**src/rtl/mult_pkg.sv**
```systemverilog
// Shared widths, pipeline entry type and saturation helper for the multiply execution unit.
package mult_pkg;

    localparam int unsigned MULT_DATA_W = 16;
    localparam int unsigned MULT_TAG_W  = 5;
    localparam int unsigned MULT_STAGES = 4;

    typedef struct packed {
        logic                     valid;
        logic [MULT_TAG_W-1:0]    tag;
        logic [2*MULT_DATA_W-1:0] prod;
    } mult_entry_t;

    // In range when the top DATA_W+1 bits are all copies of the sign bit.
    function automatic logic [MULT_DATA_W-1:0] sat_to_data(input logic [2*MULT_DATA_W-1:0] prod);
        logic [MULT_DATA_W:0] upper;
        upper = prod[2*MULT_DATA_W-1:MULT_DATA_W-1];
        if ((&upper) || (~|upper)) begin
            return prod[MULT_DATA_W-1:0];
        end else if (prod[2*MULT_DATA_W-1]) begin
            return {1'b1, {(MULT_DATA_W-1){1'b0}}};
        end else begin
            return {1'b0, {(MULT_DATA_W-1){1'b1}}};
        end
    endfunction

endpackage

```
**src/rtl/mult_pipe_stage.sv**
```systemverilog
// One pipeline register slice of the multiply unit: hold on ~i_en, drop valid on i_flush.
module mult_pipe_stage
    import mult_pkg::*;
(
    input  logic        i_clk,
    input  logic        i_rst_n,
    input  logic        i_en,
    input  logic        i_flush,
    input  mult_entry_t i_entry,
    output mult_entry_t o_entry
);

    mult_entry_t r_entry;

    // Flush only kills the valid bit; a frozen stage is still squashed.
    always_ff @(posedge i_clk or negedge i_rst_n) begin
        if (!i_rst_n) begin
            r_entry <= '0;
        end else if (i_flush) begin
            r_entry.valid <= 1'b0;
        end else if (i_en) begin
            r_entry <= i_entry;
        end
    end

    assign o_entry = r_entry;

endmodule

```
**src/rtl/mult_exec_unit.sv**
```systemverilog
// Pipelined signed multiply unit with CDB request/grant output and flush.
// Define MULT_SAT_EN to clamp results to the signed DATA_W range instead of truncating.
module mult_exec_unit
    import mult_pkg::*;
#(
    parameter int unsigned DATA_W = MULT_DATA_W,
    parameter int unsigned TAG_W  = MULT_TAG_W,
    parameter int unsigned STAGES = MULT_STAGES
) (
    input  logic              Clk,
    input  logic              Rst_n,
    input  logic              IssueQue_Ready,
    input  logic [DATA_W-1:0] IssueQue_Rs_Data,
    input  logic [DATA_W-1:0] IssueQue_Rt_Data,
    input  logic [TAG_W-1:0]  IssueQue_Rd_Tag,
    output logic              Mult_Issue,
    output logic              Mult_Busy,
    output logic              Mult_Cdb_Req,
    output logic [TAG_W-1:0]  Mult_Cdb_Tag,
    output logic [DATA_W-1:0] Mult_Cdb_Data,
    input  logic              Cdb_Grant,
    input  logic              RB_Flush_Valid
);

    mult_entry_t         w_stage_in  [STAGES];
    mult_entry_t         w_stage_out [STAGES];
    logic [STAGES-1:0]   w_valid;
    logic                w_stall;
    logic [2*DATA_W-1:0] w_rs_ext;
    logic [2*DATA_W-1:0] w_rt_ext;
    logic [2*DATA_W-1:0] w_product;
    logic [DATA_W-1:0]   w_unused_prod_hi;

    assign w_stall = w_stage_out[STAGES-1].valid & ~Cdb_Grant;

    // Rst_n gating keeps the queue from popping while the pipe is held in reset.
    assign Mult_Issue = IssueQue_Ready & ~w_stall & ~RB_Flush_Valid & Rst_n;

    // Low 2*DATA_W bits of the product are sign-correct once both operands are extended.
    assign w_rs_ext  = {{DATA_W{IssueQue_Rs_Data[DATA_W-1]}}, IssueQue_Rs_Data};
    assign w_rt_ext  = {{DATA_W{IssueQue_Rt_Data[DATA_W-1]}}, IssueQue_Rt_Data};
    assign w_product = w_rs_ext * w_rt_ext;

    for (genvar k = 0; k < STAGES; k++) begin : g_stage
        if (k == 0) begin : g_head
            assign w_stage_in[k] = '{valid: Mult_Issue, tag: IssueQue_Rd_Tag, prod: w_product};
        end else if (k == STAGES - 1) begin : g_tail
`ifdef MULT_SAT_EN
            logic [DATA_W-1:0] w_sat;
            assign w_sat = sat_to_data(w_stage_out[k-1].prod);
            assign w_stage_in[k] = '{valid: w_stage_out[k-1].valid,
                                     tag:   w_stage_out[k-1].tag,
                                     prod:  {{DATA_W{w_sat[DATA_W-1]}}, w_sat}};
`else
            assign w_stage_in[k] = w_stage_out[k-1];
`endif
        end else begin : g_mid
            assign w_stage_in[k] = w_stage_out[k-1];
        end

        mult_pipe_stage u_stage (
            .i_clk   (Clk),
            .i_rst_n (Rst_n),
            .i_en    (~w_stall),
            .i_flush (RB_Flush_Valid),
            .i_entry (w_stage_in[k]),
            .o_entry (w_stage_out[k])
        );

        assign w_valid[k] = w_stage_out[k].valid;
    end

    assign Mult_Busy        = |w_valid;
    assign Mult_Cdb_Req     = w_stage_out[STAGES-1].valid & ~RB_Flush_Valid;
    assign Mult_Cdb_Tag     = w_stage_out[STAGES-1].tag;
    assign Mult_Cdb_Data    = w_stage_out[STAGES-1].prod[DATA_W-1:0];
    assign w_unused_prod_hi = w_stage_out[STAGES-1].prod[2*DATA_W-1:DATA_W];

endmodule

```
**config.mk**
```make
export PLATFORM = sky130hd
export DESIGN_NAME = mult_exec_unit
export DESIGN_NICKNAME = d
export VERILOG_FILES = /design/src/rtl/mult_pkg.sv /design/src/rtl/mult_pipe_stage.sv /design/src/rtl/mult_exec_unit.sv
export SDC_FILE = /design/constraint.sdc
export NUM_CORES = 1
export LEC_CHECK = 0
export ABC_AREA = 0
export CAP_MARGIN = 15
export CORE_MARGIN = 4
export CORE_UTILIZATION = 60
export DETAILED_ROUTE_END_ITERATION = 8
export GPL_ROUTABILITY_DRIVEN = 1
export PLACE_DENSITY = 0.85
export SKIP_CTS_REPAIR_TIMING = 1
export SYNTH_ARGS = -nofsm -noshare
export SYNTH_HDL_FRONTEND = slang
export SYNTH_SLANG_ARGS = --single-unit
```
**constraint.sdc**
```tcl
create_clock -name Clk -period 1.8 [get_ports Clk]
set_input_delay 0.18 -clock Clk [delete_from_list [all_inputs] [get_ports Clk]]
set_output_delay 0.18 -clock Clk [all_outputs]
set_load 0.05 [all_outputs]
```
* Word level (Yosys, flattened, before mapping) *
Cells that the tools add are included.

word-level totals
  register bits after elaboration = 152
  output and inout bits = 24
  bits of input ports = 42

cells by class
  bitwise gates (word level) = 8
  reductions and logical operators = 2
  muxes and demuxes = 8
  multipliers = 1
  eq/ne operators = 1

operators by type and width
  cell                  number
  $mux W38              4
  $mul A16 B16 Y32      1
  $and A1 B1 Y1         5
  $mux W1               4
  $reduce_or A4 Y1      1
  $not A1 Y1            3
  $ne A2 B2 Y1 const B  1
  $reduce_and A2 Y1     1

* Depth between registers and ports, before layout *
  depth after elaboration = 8
  depth in mapped cells = 22

* Hierarchy *
From an unflattened synthesis, not the netlist that was laid out.

unflattened totals
  cells, all modules = 1,426
  area total of the unflattened synthesis = 16,290.6 µm²

modules (own cells, without submodules)
  module           instances  area each (µm²)  sequential area each (µm²)  cells an instance
  mult_exec_unit   1          9,939.5          0.0                         1,098
  mult_pipe_stage  4          1,587.8          950.9                       82

* Worst setup path after synthesis *
OpenSTA, ideal clock, no wires.

  path kind = input port to flip-flop
  start = input IssueQue_Rs_Data[5]
  end = register g_stage[0].u_stage.r_entry (netlist bit g_stage[0].u_stage.o_entry[14])
  arrival time = 4.997 ns
  setup time = 0.135 ns
  path slack = -3.332 ns
  stages = 21
  cells stage by stage = clkbuf_1 -> and2_1 -> fa_1 -> inv_1 -> fa_1 -> inv_1 -> fa_1 -> inv_1 -> fa_1 -> inv_1 -> fa_1 -> inv_1 -> fa_1 -> inv_1 -> ha_1 -> a21o_1 -> a21oi_1 -> o31ai_1 -> a21oi_1 -> xor2_1 -> o21ai_0

on the way
  word-level cells in the longest chain between the ends = 1

RTL lines
  what                  line                   source
  from (decl)           mult_exec_unit.sv:13   input logic [DATA_W-1:0] IssueQue_Rs_Data,
  $mul A16 B16 Y32      mult_exec_unit.sv:42   assign w_product = w_rs_ext * w_rt_ext;
  to (signal assigned)  mult_pipe_stage.sv:22  r_entry <= i_entry;
  to (decl)             mult_pipe_stage.sv:13  mult_entry_t r_entry;

Every way passes these cells.
A chain may end at the register's enable or synchronous reset.

* Worst setup path in the final report *
  start = input IssueQue_Rs_Data[8]
  end = register g_stage[0].u_stage.r_entry (netlist bit g_stage[0].u_stage.o_entry[14])

Same word-level chain as after synthesis.

==> metrics.md <==
| Metric | Value |
|---|---|
| Final Max Tran Viols | `0` |
| # IOs | `66` |
| RSZ-0062 raised after global routing | `true` |
| Fin worst setup slack | `-3.03 ns` |
| Drt wl/cell | `18.6 um` |
| Actual slew at the worst max-slew pin | `0.524 ns` |
| Max-cap violations | `0` |
| Sequential share of power | `16.9%` |
| Switching power | `7.56 mW` |
| Share of the synthesized area in the top cell type | `29.0%` |
| Initial antenna violation count | `0` |
| First-pass GRT wire length | `29800 um` |
| Nets | `1196` |
| Async set-or-reset flop fraction in the synthesized netlist | `100%` |
| Core Area | `12200 um2` |
| Cts bufs inserted | `9` |
| Crit path top cell by count | `fa_1` |
| Number of iterations in the first detailed-routing pass | `5` |
| Clock root cell | `clkbuf_16` |
| Fin crit period | `4.83 ns` |
| Max-slew headroom | `64.9%` |
| Final Hold Fails | `0` |
| CP endpoint kind | `flip-flop` |
| Pint | `9.33 mW` |
| Slowest stage delay, CP | `0.51 ns` |
| Avg Inst Size Synth | `8.60 um2` |
| Ant. Diodes | `0` |
| Pwr per Cell Area | `1670 nW/um2` |
| Commonest cells in the netlist | `nand2_1, inv_1, dfrtp_1` |
| YS warnings | `0` |
| Final ANT Viol Nets | `0` |
| CP Launch Type | `primary input` |
| Outcome | `complete, but fails checks` |
| Switching Share | `44.8%` |
| # setup viols final | `13` |
| Area leader, netlist | `dfrtp_1` |
| Cells after Synth | `883` |
| Largest net degree at the start of global routing | `79` |
| CP max stage cell | `fa_1` |
| Worst vdd ir | `1.02 mV` |
| Detailed placement HPWL | `13500 um` |
| Initial Util | `62.2%` |
| Fraction of layout cells with a size suffix above 1 | `26.1%` |
| Ranking of synthesized cells by area | `dfrtp_1, fa_1, nand2_1` |
| Clock slew at reported path FFs | `0.07 ns` |
| Most common cell in the netlist | `nand2_1` |
| Cell Area, Synth | `7590 um2` |
| Die area | `14500 um2` |
| Crit share post-route | `268%` |
| Die Height | `121 um` |
| Number of flops mapped to enable cells by yosys | `0` |
| Clk pwr share | `11.1%` |
| P_leak | `5.20 nW` |
| Seq cells post-synth | `88` |
| Area Growth Syn to Fin | `33.0%` |
| H-tree levels | `3` |
| Drt via density | `5.57` |
| Worst-path fanout max | `5` |
| Hold Path Class | `primary input to asynchronous set/reset pin` |
| Total number of vias | `6608` |
| Worst path cell trace | `buf_2 > buf_4 > and2_1 > fa_1 > inv_1 > fa_1 > inv_1 > fa_1 > inv_1 > fa_1 > inv_1 > fa_1 > inv_2 > fa_1 > inv_2 > ha_4 > a21o_1 > a21oi_4 > o31ai_2 > a21oi_2 > xor2_1 > o21ai_1` |
| First-iteration detailed-routing DRC count | `662` |
| Fmax | `0.207 GHz` |
| Gr usage total | `25.7%` |
| Sequential-to-total area share from yosys stat | `29.0%` |
| Logic gate share of total power | `72.0%` |
| Vias in the first global route | `6441` |
| Clk buf depth | `2` |
| CTS sink cnt | `88` |
| Worst-Skew Late Latency | `0.35 ns` |
| Port bufs | `65` |
| Ys flop type | `dfrtp_1` |
| Min Hold Slack | `0.216 ns` |
| Die width | `121 um` |
| CP Class | `primary input to flip-flop` |
| Worst EP required | `2.03 ns` |
| Synth cell types | `38` |
| Utilization after layout | `82.7%` |
| WP data arrival | `5.06 ns` |
| Skew final | `0.00914 ns` |
| Syn_nets | `1065` |
| Remaining Overflow, GRT | `0` |
| Max FFs per register | `88` |
| Routability cong. | `0.959` |
| # DRC | `0` |
| Post-Route WL | `22000 um` |
| Failing checks | `negative setup slack` |
| CTS tree | `done` |
| Num rows | `40` |
## area by class of cell
cell class	instances	area (um2)
tap	168	210
clock buffer	9	225
inverter	134	505
timing repair buffer	177	1650
sequential	88	2200
multi-input combinational	604	5230
fill	646	2110
clock inverter	7	76.3
## worst max-delay path, delay by kind of cell
| family | cells | cell delay, ns |
|---|---|---|
| buffers and inverters | 8 | 0.85 |
| adder cells (fa/ha/maj) | 7 | 2.88 |
| XOR/XNOR | 1 | 0.19 |
| AO/OA/AOI/OAI | 5 | 0.77 |
| AND/OR/NAND/NOR | 1 | 0.17 |
## kinds of logic after synthesis
logic type	synth area share, %
xor gates and xnor gates	4.89
DFF	29.0
buffers and inverters	10.8
and+or+nand+nor	21.3
AOI/OAI and AO/OA	2.85
muxes	0.264
adders and majority gates	30.9
## power groups by stage
stage / registers, mW / logic [mW] / clock network (mW)
CTS: 2.83 / 9.86 / 1.87
global placement: 2.81 / 9.18 / 0
detailed placement: 2.85 / 9.64 / 0
finish: 2.86 / 12.2 / 1.88
floorplan: 2.77 / 6.95 / 0
global route: 2.91 / 13.0 / 1.99
## layout by cell type (no fill, tap or decap), drive strengths merged, types with 3 or more instances in the layout
cell / instances
a21o: 5
o21ai: 15
ha: 61
inv: 137
clkbuf: 14
dfrtp: 88
buf: 125
a21oi: 7
and2: 53
dlymetal6s2s: 8
a211oi: 3
xor2: 8
fa: 79
clkdlybuf4s50: 38
nor2b: 3
nand2: 312
xnor2: 31
nor2: 9
clkinv: 4
## metrics by stage
step                setup TNS, ns  worst slack (ns)  cells  area (um2)  power (mW)
global route               -28.77             -3.20   1187       10100        17.9
global placement           -35.94             -3.59   1156        9280        12.0
detailed placement         -37.67             -3.76   1156        9280        12.5
finish                     -27.40             -3.03   1187       10100        16.9
floorplan                  -25.49             -2.96    883        8110        9.72
CTS                        -33.12             -3.45   1172        9580        14.6
## routing by layer
| layer | track usage, % | share of wire [%] | vias to the layer above |
|---|---|---|---|
| met4 | 8.50 | 6.6 | 0 |
| li1 | - | - | 2858 |
| met1 | 32.3 | 37 | 3214 |
| met3 | 3.79 | 6.6 | 133 |
| met2 | 45.5 | 50 | 403 |
| met5 | 0 | 0 | - |
## worst paths after layout
check                      cells after the start  slack [ns]                              to                      startpoint
min                                            2        0.22  g_stage[3].u_stage.o_entry[37]                           Rst_n
min reg2reg                                    2        0.47   g_stage[1].u_stage.o_entry[2]   g_stage[0].u_stage.o_entry[2]
max in group asynchronous                      3        0.95   g_stage[0].u_stage.o_entry[2]                           Rst_n
max reg2reg                                    5        0.27   g_stage[3].u_stage.o_entry[0]  g_stage[3].u_stage.o_entry[37]
min in group Clk                               3        0.37  g_stage[0].u_stage.o_entry[34]              IssueQue_Rd_Tag[2]
max                                           22       -3.03  g_stage[0].u_stage.o_entry[14]             IssueQue_Rs_Data[8]
Note: power is estimated with default switching activity, not from simulation.
